`src/rtl/mem_port_arbiter.sv`:
```
// mem_port_arbiter: serialises instruction-fetch reads and data reads/writes
// from the pipeline onto one single-ported memory. Each transaction is
// latched at grant, held on pmem_* until the memory responds, and completed
// with a one-cycle response pulse to the port that was granted.
module mem_port_arbiter #(
  parameter int D_PRIORITY   = 1,
  parameter int MAX_D_STREAK = 4
) (
  input  logic        clk,
  input  logic        rst,
  input  logic        i_read,
  input  logic [15:0] i_address,
  output logic [15:0] i_rdata,
  output logic        i_resp,
  input  logic        d_read,
  input  logic        d_write,
  input  logic [1:0]  d_wmask,
  input  logic [15:0] d_address,
  input  logic [15:0] d_wdata,
  output logic [15:0] d_rdata,
  output logic        d_resp,
  output logic        pmem_read,
  output logic        pmem_write,
  output logic [1:0]  pmem_wmask,
  output logic [15:0] pmem_address,
  output logic [15:0] pmem_wdata,
  input  logic [15:0] pmem_rdata,
  input  logic        pmem_resp
);

  typedef enum logic [1:0] {IDLE, I_BUSY, D_BUSY, RESP} state_t;

  localparam logic [3:0] STREAK_MAX = 4'(MAX_D_STREAK);

  state_t     state;
  logic [3:0] streak;
  logic       d_req;
  logic       grant_i;
  logic       grant_d;

  // Saturating increment of the consecutive-D-grant counter.
  function automatic logic [3:0] streak_inc(input logic [3:0] s);
    if (s >= STREAK_MAX) return STREAK_MAX;
    return s + 4'd1;
  endfunction

  assign d_req = d_read | d_write;

  // Arbitration: only meaningful in IDLE; the streak limit forces an I grant
  // so a busy data port cannot starve instruction fetch.
  always_comb begin
    grant_i = 1'b0;
    grant_d = 1'b0;
    if (state == IDLE) begin
      if (i_read && d_req) begin
        if ((D_PRIORITY != 0) && (streak != STREAK_MAX)) grant_d = 1'b1;
        else                                               grant_i = 1'b1;
      end else if (i_read) begin
        grant_i = 1'b1;
      end else if (d_req) begin
        grant_d = 1'b1;
      end
    end
  end

  // Transaction FSM with registered memory strobes and response outputs.
  always_ff @(posedge clk) begin
    if (rst) begin
      state        <= IDLE;
      streak       <= 4'd0;
      pmem_read    <= 1'b0;
      pmem_write   <= 1'b0;
      pmem_wmask   <= 2'b00;
      pmem_address <= 16'h0000;
      pmem_wdata   <= 16'h0000;
      i_rdata      <= 16'h0000;
      d_rdata      <= 16'h0000;
      i_resp       <= 1'b0;
      d_resp       <= 1'b0;
    end else begin
      case (state)
        IDLE: begin
          if (grant_i) begin
            pmem_read    <= 1'b1;
            pmem_write   <= 1'b0;
            pmem_wmask   <= 2'b00;
            pmem_address <= i_address;
            pmem_wdata   <= 16'h0000;
            streak       <= 4'd0;
            state        <= I_BUSY;
          end else if (grant_d) begin
            pmem_address <= d_address;
            // A simultaneous read+write request is issued as a write.
            if (d_write) begin
              pmem_read  <= 1'b0;
              pmem_write <= 1'b1;
              pmem_wmask <= d_wmask;
              pmem_wdata <= d_wdata;
            end else begin
              pmem_read  <= 1'b1;
              pmem_write <= 1'b0;
              pmem_wmask <= 2'b00;
              pmem_wdata <= 16'h0000;
            end
            streak <= i_read ? streak_inc(streak) : 4'd0;
            state  <= D_BUSY;
          end
        end
        I_BUSY: begin
          if (pmem_resp) begin
            i_rdata      <= pmem_rdata;
            i_resp       <= 1'b1;
            pmem_read    <= 1'b0;
            pmem_write   <= 1'b0;
            pmem_wmask   <= 2'b00;
            pmem_address <= 16'h0000;
            pmem_wdata   <= 16'h0000;
            state        <= RESP;
          end
        end
        D_BUSY: begin
          if (pmem_resp) begin
            // Writes leave the last read data untouched.
            if (!pmem_write) d_rdata <= pmem_rdata;
            d_resp       <= 1'b1;
            pmem_read    <= 1'b0;
            pmem_write   <= 1'b0;
            pmem_wmask   <= 2'b00;
            pmem_address <= 16'h0000;
            pmem_wdata   <= 16'h0000;
            state        <= RESP;
          end
        end
        RESP: begin
          // One response cycle, then one forced idle cycle before re-arbitrating.
          i_resp <= 1'b0;
          d_resp <= 1'b0;
          state  <= IDLE;
        end
        default: state <= IDLE;
      endcase
    end
  end

endmodule

```
`config.mk`:
```
export PLATFORM = sky130hd
export DESIGN_NAME = mem_port_arbiter
export DESIGN_NICKNAME = d
export VERILOG_FILES = /design/src/rtl/mem_port_arbiter.sv
export SDC_FILE = /design/constraint.sdc
export NUM_CORES = 1
export LEC_CHECK = 0
export ABC_AREA = 1
export BUFFER_PORTS_ARGS = -buffer_cell sky130_fd_sc_hd__buf_2
export CORE_ASPECT_RATIO = 0.6
export CORE_MARGIN = 2
export CORE_UTILIZATION = 46
export DETAILED_ROUTE_END_ITERATION = 10
export PLACE_DENSITY = 0.88
export SLEW_MARGIN = 30
export SYNTH_ARGS = -nofsm -noshare
export SYNTH_HDL_FRONTEND = slang
export SYNTH_SLANG_ARGS = --single-unit
```
`constraint.sdc`:
```
create_clock -name clk -period 2.1 [get_ports clk]
set_clock_uncertainty 0.15 [all_clocks]
set_input_delay 0 -clock clk [delete_from_list [all_inputs] [get_ports clk]]
set_output_delay 0 -clock clk [all_outputs]
set_load 0.05 [all_outputs]
```
==> flow_summary.ini <==
[clock_tree]
clock_latency_ns = 0.33
clk_pin_slew_ns = 0.06
cts_tree = done
cts_root_buffer = clkbuf_16
cts.sinks = 76
cts_made_buffers = 9
htree_num_levels = 3
clockBufferDepth = 2
cts_setup_buffers = 0

[die]
ioPinCount = 142
core_um2 = 7300
dieArea_um2 = 8290
chipWidth_um = 116
std_cell_rows = 24
dieHeight_um = 71.3
start_util = 0.477

[sta]
max_slew_margin = 0.469
drv_slew = 0
finalCriticalPeriod_ns = 2.07
tightest_slew_ns = 0.795
setup_violations = 0
fmax_ghz = 0.484
rsz0062_at_grt = no
hold_viol_final = 0
fin_crit_sh = 0.983

[global_route]
grt_first_pass_wirelength_um = 18100
grt_pass1_vias = 3838
antenna_found_initial = 0
grt_max_degree = 56
grt_use_total = 0.280
grt-ovfl-total = 0

[critical_path]
worstSetupPathType = flip-flop to flip-flop
r2r_cells = 7
crit_required_ns = 2.16
critPathMaxFanout = 17
arrival_ns = 2.13
cp-end-kind = flip-flop
start_kind = flip-flop

[yosys]
synth_area_leaders = dfxtp_1, nor2_1, nand2_1, nand3_1, o21ai_0
netlist.area_leader.share = 0.438
avgSynthCellArea_um2 = 6.76
synth_seq_cells = 76
syn-cell-area_um2 = 3480
ys.warnings.count = 0
syn_nets = 592
synthDistinctLibCells = 24
synth-seq-area-share = 0.438
syn_inst = 514
synth_top_cell_by_area = dfxtp_1

[worst_hold_path]
min_path_cells = 7
worstHoldPathType = primary input to flip-flop

[drt]
drtIter0Drc = 315
antenna_left = 0
vias = 4181
wl_per_cell_um = 14.4
routed_via_density = 5.09
routed_wl_um = 11800
drc = 0
dr.pass1.iters = 5

[pwr]
power_density_nw_per_um2 = 1340
p_leak_nw = 2.82
ir_drop_v = 0.000837
report.power.total_mw = 6.99

[final_layout]
area_delta_synth_final_pct = 50.2
seqCellArea_um2 = 1520
nFillCells = 550
post-route-util = 0.716
finish.net_count = 791
layout-drive-gt1-share = 0.257
multi_input_area_um2 = 1600

[flow_run]
max_cap_viol_count = 0

[run_status]
outcome = complete, no violations

[placement]
place_congestion = 0.855
place_hpwl_um = 6940
port_buffers = 141
-- stage by stage --
stage          TNS (ns)  hold WS (ns)  cell area [µm²]  worst slack, ns  std cells
3_3_place_gp     -0.571        0.0919             4240          -0.0421        740
6_report              0       0.00547             5220           0.0348        821
2_1_floorplan         0       -0.0151             3480            0.349        514
5_1_grt               0        0.0418             5220          0.00557        820
4_1_cts               0       0.00695             5210           0.0454        820
3_5_place_dp      -3.41        0.0993             4240           -0.266        740
-- worst paths after layout --
check                                      from               to  slack, ns
worst max register to register         state[0]      d_rdata[14]       0.03
worst min register to register  pmem_address[1]  pmem_address[1]       0.31
worst min-delay path                 d_wdata[6]    pmem_wdata[6]      0.005
worst max-delay path                   state[0]      d_rdata[14]       0.03
-- power breakdown --
group | internal, mW | switching [mW]
clock network | 1.06 | 0.551
registers | 1.79 | 0.198
logic | 0.896 | 2.50
-- registers in the layout, indices dropped and copies added (netlist names) --
signal        count
pmem_wdata       16
state             2
pmem_read         1
d_rdata          16
i_rdata          16
pmem_wmask        2
pmem_write        1
streak            4
d_resp            1
pmem_address     16
i_resp            1
-- worst max-delay path: stages, from the launching register on --
cell,delay (ns)
dfxtp_1,0.35
inv_1,0.11
ha_1,0.23
nand2_1,0.14
nor2_4,0.30
inv_1,0.33
nor2_1,0.23
nor2_1,0.11
-- cell usage in the layout, fill, tap and decap left out, types with 13 or more instances in the layout --
| cell | n |
|---|---|
| nor2_1 | 115 |
| o21ai_0 | 38 |
| inv_1 | 50 |
| dlygate4sd3_1 | 66 |
| nand3_1 | 39 |
| buf_2 | 141 |
| nor2_2 | 13 |
| dfxtp_1 | 76 |
| nand2_1 | 112 |
| a21oi_1 | 23 |
-- area by class of cell --
class | instances | share of cell area
multi-input combinational | 357 | 0.306
sequential | 76 | 0.291
timing repair buffer | 217 | 0.281
clock buffer | 12 | 0.0472
inverter | 52 | 0.0374
tap | 104 | 0.0249
clock inverter | 2 | 0.0115
antenna | 1 | 0.000479
-- what timing repair did --
item,in CTS,in global routing
setup endpoints to repair,16,27
hold buffers,66,0
resized for setup,1,2
endpoints found under the hold margin,69,0
-- synth_stat cells, drive strengths merged --
cell type  count
buf           15
nor3           2
nand3         41
o31ai          1
nor2         130
dfxtp         76
clkbuf        14
a21oi         23
ha             6
clkinv         1
inv           51
nand2        115
o21ai         39
-- routing by layer --
| layer | vias to the layer above | global-route usage | wire (µm) |
|---|---|---|---|
| met5 | - | 0 | 0 |
| met4 | 0 | 0.118 | 523 |
| met3 | 58 | 0.0854 | 951 |
| met2 | 224 | 0.488 | 5700 |
| met1 | 1915 | 0.321 | 4640 |
| li1 | 1984 | - | - |
-- cells by family after synthesis --
| kind of cell | Yosys count | synth area share |
|---|---|---|
| compound gates | 63 | 0.0914 |
| fa+ha+maj | 6 | 0.0216 |
| simple gates | 288 | 0.344 |
| flops | 76 | 0.438 |
| buf+inv | 81 | 0.105 |
Power figures use the tool's default switching activity.
